$ cat src/rtl/pipe_ctrl_pkg.sv
// Shared definitions for the pipeline stall/flush sequencer.
package pipe_ctrl_pkg;

    typedef enum logic [1:0] {
        ST_RUN     = 2'd0,
        ST_MD_BUSY = 2'd1,
        ST_FLUSH   = 2'd2
    } ctrl_state_e;

    localparam logic REDIRECT_TRAP = 1'b1;
    localparam logic REDIRECT_MRET = 1'b0;

    localparam int unsigned MD_LATENCY_DEF   = 4;
    localparam int unsigned FLUSH_CYCLES_DEF = 2;

endpackage

$ cat src/rtl/pipe_hazard_ctrl_hazard_detect.sv
// Load-use hazard compare between the decode operands and a load in EX.
module hazard_detect (
    input  logic       ex_load,
    input  logic       ex_wr_reg,
    input  logic [4:0] ex_wr_regindex,
    input  logic [4:0] de_rs1addr,
    input  logic [4:0] de_rs2addr,
    input  logic       de_rs1_used,
    input  logic       de_rs2_used,
    output logic       load_use
);

    logic rs1_hit;
    logic rs2_hit;

    always_comb begin
        rs1_hit  = de_rs1_used && (de_rs1addr == ex_wr_regindex);
        rs2_hit  = de_rs2_used && (de_rs2addr == ex_wr_regindex);
        // x0 is never a real producer, so a load to x0 cannot create a hazard
        load_use = ex_load && ex_wr_reg && (ex_wr_regindex != 5'd0) && (rs1_hit || rs2_hit);
    end

endmodule

$ cat src/rtl/pipe_hazard_ctrl.sv
// Stall/flush sequencer for the IF/DE and DE/EX pipeline registers.
module pipe_hazard_ctrl
    import pipe_ctrl_pkg::*;
#(
    parameter int unsigned MD_LATENCY   = MD_LATENCY_DEF,
    parameter int unsigned FLUSH_CYCLES = FLUSH_CYCLES_DEF
) (
    input  logic       clk,
    input  logic       cpurst_n,
    input  logic [4:0] de_rs1addr,
    input  logic [4:0] de_rs2addr,
    input  logic       de_rs1_used,
    input  logic       de_rs2_used,
    input  logic       ex_load,
    input  logic       ex_wr_reg,
    input  logic [4:0] ex_wr_regindex,
    input  logic       ex_md_op,
    input  logic       ex_mret,
    input  logic       exe_store_load_conflict,
    input  logic       mem_stall,
    input  logic       readram_stall,
    input  logic       mem2wb_exp,
    input  logic       interrupt,
    output logic       de_ex_hold,
    output logic       de_ex_flush,
    output logic       if_de_hold,
    output logic       if_de_flush,
    output logic       mult_stall,
    output logic       md_done,
    output logic       redirect_valid,
    output logic       redirect_sel
);

    ctrl_state_e state_q, state_d;
    logic [3:0]  md_cnt_q, md_cnt_d;
    logic [1:0]  fl_cnt_q, fl_cnt_d;

    logic load_use;
    logic ext_stall;
    logic trap;
    logic flush_req;

    logic deh_c, def_c, idh_c, idf_c, ms_c, done_c, rv_c, rs_c;

    hazard_detect u_hazard_detect (
        .ex_load        (ex_load),
        .ex_wr_reg      (ex_wr_reg),
        .ex_wr_regindex (ex_wr_regindex),
        .de_rs1addr     (de_rs1addr),
        .de_rs2addr     (de_rs2addr),
        .de_rs1_used    (de_rs1_used),
        .de_rs2_used    (de_rs2_used),
        .load_use       (load_use)
    );

    always_comb begin
        ext_stall = exe_store_load_conflict || mem_stall || readram_stall;
        trap      = mem2wb_exp || interrupt;
        flush_req = trap || ex_mret;
    end

    always_comb begin
        state_d  = state_q;
        md_cnt_d = md_cnt_q;
        fl_cnt_d = fl_cnt_q;
        deh_c    = 1'b0;
        def_c    = 1'b0;
        idh_c    = 1'b0;
        idf_c    = 1'b0;
        ms_c     = 1'b0;
        done_c   = 1'b0;
        rv_c     = 1'b0;
        rs_c     = trap ? REDIRECT_TRAP : REDIRECT_MRET;

        if (flush_req) begin
            // Abort any mul/div in flight; the redirect restarts the stream
            def_c    = 1'b1;
            idf_c    = 1'b1;
            rv_c     = 1'b1;
            state_d  = ST_FLUSH;
            fl_cnt_d = 2'(FLUSH_CYCLES - 1);
            md_cnt_d = '0;
        end else if (state_q == ST_FLUSH) begin
            def_c = 1'b1;
            idf_c = 1'b1;
            if (fl_cnt_q == 2'd0) begin
                state_d = ST_RUN;
            end else begin
                fl_cnt_d = fl_cnt_q - 2'd1;
            end
        end else if (ext_stall) begin
            deh_c = 1'b1;
            idh_c = 1'b1;
            ms_c  = (state_q == ST_MD_BUSY);
        end else if (state_q == ST_MD_BUSY) begin
            ms_c  = 1'b1;
            deh_c = 1'b1;
            idh_c = 1'b1;
            if (md_cnt_q == 4'd0) begin
                done_c  = 1'b1;
                state_d = ST_RUN;
            end else begin
                md_cnt_d = md_cnt_q - 4'd1;
            end
        end else if (state_q == ST_RUN) begin
            if (ex_md_op) begin
                ms_c     = 1'b1;
                deh_c    = 1'b1;
                idh_c    = 1'b1;
                md_cnt_d = 4'(MD_LATENCY - 2);
                state_d  = ST_MD_BUSY;
            end else if (load_use) begin
                def_c = 1'b1;
                idh_c = 1'b1;
            end
        end else begin
            state_d = ST_RUN;
        end
    end

    // Outputs are combinational, so they are forced low while reset is held
    always_comb begin
        de_ex_hold     = deh_c  && cpurst_n;
        de_ex_flush    = def_c  && cpurst_n;
        if_de_hold     = idh_c  && cpurst_n;
        if_de_flush    = idf_c  && cpurst_n;
        mult_stall     = ms_c   && cpurst_n;
        md_done        = done_c && cpurst_n;
        redirect_valid = rv_c   && cpurst_n;
        redirect_sel   = rs_c   && cpurst_n;
    end

    always_ff @(posedge clk or negedge cpurst_n) begin
        if (!cpurst_n) begin
            state_q  <= ST_RUN;
            md_cnt_q <= '0;
            fl_cnt_q <= '0;
        end else begin
            state_q  <= state_d;
            md_cnt_q <= md_cnt_d;
            fl_cnt_q <= fl_cnt_d;
        end
    end

endmodule
$ cat config.mk
export PLATFORM = sky130hd
export DESIGN_NAME = pipe_hazard_ctrl
export DESIGN_NICKNAME = d
export VERILOG_FILES = /design/src/rtl/pipe_ctrl_pkg.sv /design/src/rtl/pipe_hazard_ctrl_hazard_detect.sv /design/src/rtl/pipe_hazard_ctrl.sv
export SDC_FILE = /design/constraint.sdc
export NUM_CORES = 1
export LEC_CHECK = 0
export CAP_MARGIN = 0
export CORE_MARGIN = 2
export CORE_UTILIZATION = 31
export CTS_BUF_LIST = sky130_fd_sc_hd__clkbuf_4 sky130_fd_sc_hd__clkbuf_8 sky130_fd_sc_hd__clkbuf_16
export DETAILED_ROUTE_END_ITERATION = 10
export PLACE_DENSITY = 0.67
export RECOVER_POWER = 25
export SYNTH_ARGS = -nofsm -noshare
export SYNTH_HDL_FRONTEND = slang
export SYNTH_SLANG_ARGS = --single-unit
$ cat constraint.sdc
create_clock -name clk -period 1.9 [get_ports clk]
set_input_delay 0.285 -clock clk [delete_from_list [all_inputs] [get_ports clk]]
set_output_delay 0.285 -clock clk [all_outputs]
set_load 0.1 [all_outputs]
Word level (Yosys, flattened, before mapping)
Index checks and enable logic that the tools add are counted.
Storage, ports and cells
  memory bits (read-only): 0
  memories: 0
  bits of input ports: 28
  memory bits (writable): 0
  flip-flop bits (word level): 8
  latch bits: 0
  logic and storage cells: 94
Operators by class
  div/mod/pow operators: 0
  multiply operators: 0
  mux-type cells: 49
  reduce and logical (&&, ||, !) cells: 28
  equality and inequality tests: 12
  add/sub/neg operators: 2
  $lt $le $gt $ge: 0
  shifts and indexed selects: 0
  bitwise operators: 0
Operators by type and width (number)
  $mux W1: 31
  $mux W4: 7
  $mux W2: 11
  $logic_and A1 B1 Y1: 13
  $eq A5 B5 Y1: 2
  $reduce_bool A3 Y1: 2
  $logic_or A1 B1 Y1: 5
  $ne A5 B5 Y1 const B: 1
  $reduce_and A5 Y1: 1
  $reduce_bool A5 Y1: 1
  $logic_not A2 Y1: 2
  $logic_not A4 Y1: 1
  $ne A2 B2 Y1 const B: 2
  $ne A4 B3 Y1 const B: 1
  $reduce_and A4 Y1: 1
  $sub A4 B1 Y4 const B: 1
  $ne A3 B1 Y1 const B: 1
  $ne A3 B2 Y1 const B: 1
  $ne A3 B3 Y1 const B: 1
  $eq A2 B1 Y1 const B: 1
  $eq A2 B2 Y1 const B: 1
  $ne A2 B1 Y1 const B: 1
  $reduce_and A2 Y1: 1
  $reduce_bool A2 Y1: 1
  $sub A2 B1 Y2 const B: 1

Longest topological paths before layout
  depth in word-level cells: 12
  depth in mapped cells: 7

Cells and area by module
Synthesis repeated with hierarchy kept, for this count alone.
Second synthesis, totals
  cells, all modules: 92
  area, all modules: 799.5 µm²
By module, submodules not included
  pipe_hazard_ctrl: area each 664.4 µm², cells an instance 75, sequential area each 200.2 µm², instances 1
  hazard_detect: area each 135.1 µm², cells an instance 17, sequential area each 0.0 µm², instances 1

Worst setup path before layout
OpenSTA, ideal clock, no wires.
  path type: register to output
  start: register state_q[1]
  end: output port mult_stall
  path slack: -3.111 ns
  data arrival time: 4.726 ns
  cell stages (with the launch flop): 7
  cells stage by stage: dfrtp_1 -> inv_1 -> ha_1 -> buf_2 -> a21oi_1 -> a21oi_1 -> a21boi_0
On the way
  longest elaborated chain between the ends: 7
  elaborated cells between the ends (all ways): 9
  classes of those cells: eq/ne: 2; mux: 5; reduce/logical: 2
Ends and longest elaborated chain
  start: declaration: RTL line pipe_hazard_ctrl.sv:34  | ctrl_state_e state_q, state_d;
  start signal: assignment: RTL line pipe_hazard_ctrl.sv:139  | state_q <= state_d;
  $logic_not A2 Y1: RTL line pipe_hazard_ctrl.sv:105  | end else if (state_q == ST_RUN) begin
  $mux W1: RTL line pipe_hazard_ctrl.sv:105
  $mux W1: RTL line pipe_hazard_ctrl.sv:95  | end else if (state_q == ST_MD_BUSY) begin
  $mux W1: RTL line pipe_hazard_ctrl.sv:91  | end else if (ext_stall) begin
  $mux W1 (*): RTL line pipe_hazard_ctrl.sv:83  | end else if (state_q == ST_FLUSH) begin
  $mux W1 (*): RTL line pipe_hazard_ctrl.sv:75  | if (flush_req) begin
  $logic_and A1 B1 Y1 (*): RTL line pipe_hazard_ctrl.sv:127  | mult_stall = ms_c && cpurst_n;
  end: declaration: RTL line pipe_hazard_ctrl.sv:28  | output logic mult_stall,
Every way passes the cells marked *; elsewhere a longest branch is shown, timed or not.

Worst setup path after layout
  start: register state_q[1]
  end: output port if_de_hold
On the way
  longest elaborated chain between the ends: 7
  elaborated cells between the ends (all ways): 9
  classes of those cells: eq/ne: 2; mux: 5; reduce/logical: 2
Ends and longest elaborated chain
  $logic_not A2 Y1: RTL line pipe_hazard_ctrl.sv:105
  $mux W1: RTL line pipe_hazard_ctrl.sv:105
  $mux W1: RTL line pipe_hazard_ctrl.sv:95
  $mux W1: RTL line pipe_hazard_ctrl.sv:91
  $mux W1 (*): RTL line pipe_hazard_ctrl.sv:83
  $mux W1 (*): RTL line pipe_hazard_ctrl.sv:75
  $logic_and A1 B1 Y1 (*): RTL line pipe_hazard_ctrl.sv:125  | if_de_hold = idh_c && cpurst_n;
  end: declaration: RTL line pipe_hazard_ctrl.sv:26  | output logic if_de_hold,
Marks and branches as above.

==> flow_metrics.py <==
metrics = {
    "critical_path": {
        "r2r.worst_path.cells": 8,
        "critPathArrivalTime_ns": 1.78,
        "critPathLaunchType": "flip-flop",
        "ff2ff_setup_slack_ns": -0.09,
        "crit_buf_inv": 2,
        "cp.required_ns": 1.62,
        "critPathKind": "flip-flop to output port",
        "slowest_delay_ns": 0.42,
        "regToRegEndpoint": "md_cnt_q[3]$_DFFE_PN0P_",
        "crit_family": "simple AND/OR/NAND/NOR gates",
        "cp_max_fo": 2,
        "rr_startpoint": "state_q[1]$_DFFE_PN0P_",
        "crit_chain": "inv_2 -> ha_4 -> nand3_4 -> or3_4 -> o21bai_4 -> buf_12",
        "slowest_stage": "dfrtp_1",
        "end_kind": "output port",
    },
    "clock_tree": {
        "root_buffer": "clkbuf_4",
        "cts_buffers": 3,
        "clk_pin_slew_ns": 0.06,
        "clock_latency_ns": 0.25,
        "clk_path_buf_depth": 2,
        "cts_htree_levels": 1,
        "cts.sinks": 8,
        "cts_tree": "built",
        "hold_buffers": 0,
    },
    "synthesis": {
        "synth_fp_nets": 124,
        "syn_area_um2": 774,
        "yosysSeqAreaShare_pct": 25.8,
        "ys_ff_latch": 8,
        "ys_types": 32,
        "ys_warn_count": 0,
        "avgSynthCellArea_um2": 8.61,
        "synth_cells": 90,
    },
    "routing": {
        "vias_per_cell": 5.05,
        "drtAntennaViolNets": 0,
        "drt_pass1_iterations": 4,
        "drtIter0Drc": 18,
        "drc": 0,
        "vias": 965,
        "routed_wl_um": 2850,
        "wl_per_cell_um": 14.9,
    },
    "grt": {
        "antenna_found_initial": 0,
        "overflow": 0,
        "grt_first_pass_wirelength_um": 4020,
        "grt_usage_pct": 19.0,
        "grt_max_degree": 8,
        "grt_pass1_vias": 981,
    },
    "die": {
        "dieArea_um2": 2910,
        "die-width_um": 54.0,
        "core_area_um2": 2430,
        "io-pin-count": 36,
        "rows": 18,
        "initial_core_util_pct": 31.8,
        "dieHeight_um": 54.0,
    },
    "sta": {
        "maxSlewViolCount": 0,
        "whs_ns": 0.295,
        "finClkSkew_ns": 0.00375,
        "period_share_pct": 109,
        "setup_viol": 8,
        "period_needed_ns": 2.06,
        "tightest_slew_ns": 0.447,
        "hold_viol": 0,
        "relSlewSlack_pct": 70.2,
        "rsz0062_at_grt": "yes",
        "fmax_ghz": 0.485,
        "fin_ws_ns": -0.162,
    },
    "run_status": {
        "status": "finished with violations",
        "violations": "setup timing",
    },
    "finish": {
        "area.sequential_um2": 200,
        "final_area_um2": 1750,
        "mostFrequentLayoutCells": "24 x buf_4, 14 x dlygate4sd2_1, 10 x buf_12",
        "fin_cells": 191,
        "nFillCells": 199,
        "fin_util_pct": 72.1,
        "area_delta_synth_final_pct": 126,
        "nNetsFinal": 197,
        "multi_input_area_um2": 741,
        "n_antenna_cell": 0,
        "final_layout_size_suffix_gt1_share_pct": 47.8,
        "final_common_cell": "buf_4",
    },
    "placement": {
        "place_hpwl_um": 2020,
        "port_buffers": 35,
        "place_area_um2": 1480,
        "gp_congestion": 0.790,
        "dp.cells": 174,
    },
    "power": {
        "finalPower_mw": 0.519,
        "p_leak_nw": 0.739,
        "peakVddDrop_mv": 0.349,
        "p_per_area_nw_per_um2": 296,
    },
    "job": {
        "cap_viol_max_count": 0,
    },
    "hold_path": {
        "hold_class": "input port to async pin",
    },
}
-- tightest hold or removal path: cells and delay by family --
family                 cells  cell delay (ns)
buffers and inverters      3             0.67
-- cell type report --
| cell class | instances | share of cell area [%] |
|---|---|---|
| multi-input cells | 71 | 42.2 |
| repair buffers | 70 | 40.7 |
| flip-flops and latches | 8 | 11.4 |
| inverters | 9 | 2.28 |
| well taps | 30 | 2.14 |
| clock buffers | 3 | 1.28 |
-- cells in the mapped netlist --
| cell | count | area (um^2) |
|---|---|---|
| nand3b_1 | 1 | 7.51 |
| xnor2_1 | 3 | 26.3 |
| clkbuf_1 | 1 | 3.75 |
| ha_1 | 6 | 75.1 |
| and2_0 | 1 | 6.26 |
| a221oi_1 | 1 | 8.76 |
| nor3_1 | 5 | 25.0 |
| o41ai_1 | 1 | 8.76 |
| o21ai_0 | 3 | 15.0 |
| dfrtp_1 | 8 | 200 |
| inv_1 | 9 | 33.8 |
| or3_1 | 3 | 18.8 |
| a2111oi_4 | 1 | 27.5 |
| a32oi_1 | 1 | 8.76 |
| buf_2 | 1 | 5.00 |
| nor4_1 | 2 | 12.5 |
| xor2_1 | 8 | 70.1 |
| mux2i_1 | 4 | 40.0 |
| a21boi_0 | 1 | 7.51 |
| a311oi_1 | 1 | 8.76 |
| nor3b_4 | 1 | 18.8 |
| nor3_2 | 1 | 10.0 |
| or4_1 | 1 | 7.51 |
| o21a_1 | 1 | 7.51 |
| o21bai_1 | 1 | 7.51 |
| nor2_1 | 8 | 30.0 |
| and2_1 | 1 | 6.26 |
| nand2_1 | 5 | 18.8 |
| a211oi_1 | 1 | 7.51 |
| a21oi_1 | 4 | 20.0 |
| or3_4 | 1 | 11.3 |
| nand3_1 | 4 | 20.0 |
-- registers in the layout, summed over array words and instances (netlist names) --
signal    cells
fl_cnt_q      2
md_cnt_q      4
state_q       2
-- where the power goes --
part / internal, mW / total [mW] / switching [mW]
logic: 0.104 / 0.214 / 0.110
registers: 0.172 / 0.174 / 0.00144
clock network: 0.0724 / 0.131 / 0.0587
total: 0.348 / 0.519 / 0.170
-- metrics by stage --
step	setup WS, ns	setup TNS [ns]
4_1_cts	-0.141	-0.329
2_1_floorplan	-0.476	-1.43
3_3_place_gp	-0.407	-1.62
5_1_grt	-0.284	-1.40
3_5_place_dp	-0.422	-1.82
6_report	-0.162	-0.815
-- routing by layer --
metal / share of wire (%) / GRT usage, % / up-vias
met5: 0 / 0 / -
met4: 1.1 / 6.25 / 0
met3: 7.7 / 2.78 / 6
met2: 54 / 39.0 / 40
met1: 37 / 18.9 / 457
li1: - / - / 462
-- timing repair --
item / CTS / global route
buffers inserted: 6 / 8
endpoints found under the setup margin: 7 / 12
gates resized for setup: 40 / 20
pin swaps: 14 / 9
-- kinds of logic after synthesis --
group | share of synthesized area, %
DFF | 25.8
AOI/OAI and AO/OA | 16.5
adders and majority gates | 9.69
xor gates and xnor gates | 12.4
muxes | 5.17
and+or+nand+nor | 24.9
buffers and inverters | 5.49
-- worst max-delay path by stage --
stage | depth (start not counted) | end | slack (ns) | startpoint
after global routing | 6 | de_ex_flush | -0.28 | de_rs2addr[2]
final | 6 | if_de_hold | -0.16 | state_q[1]$_DFFE_PN0P_
after floorplan | 6 | mult_stall | -0.48 | state_q[0]$_DFFE_PN0P_
after global placement | 6 | de_ex_flush | -0.41 | ex_wr_regindex[3]
after CTS | 6 | if_de_hold | -0.14 | state_q[1]$_DFFE_PN0P_
after detailed placement | 6 | de_ex_flush | -0.42 | ex_wr_regindex[3]
No activity file was read; power rests on OpenSTA's default activity.
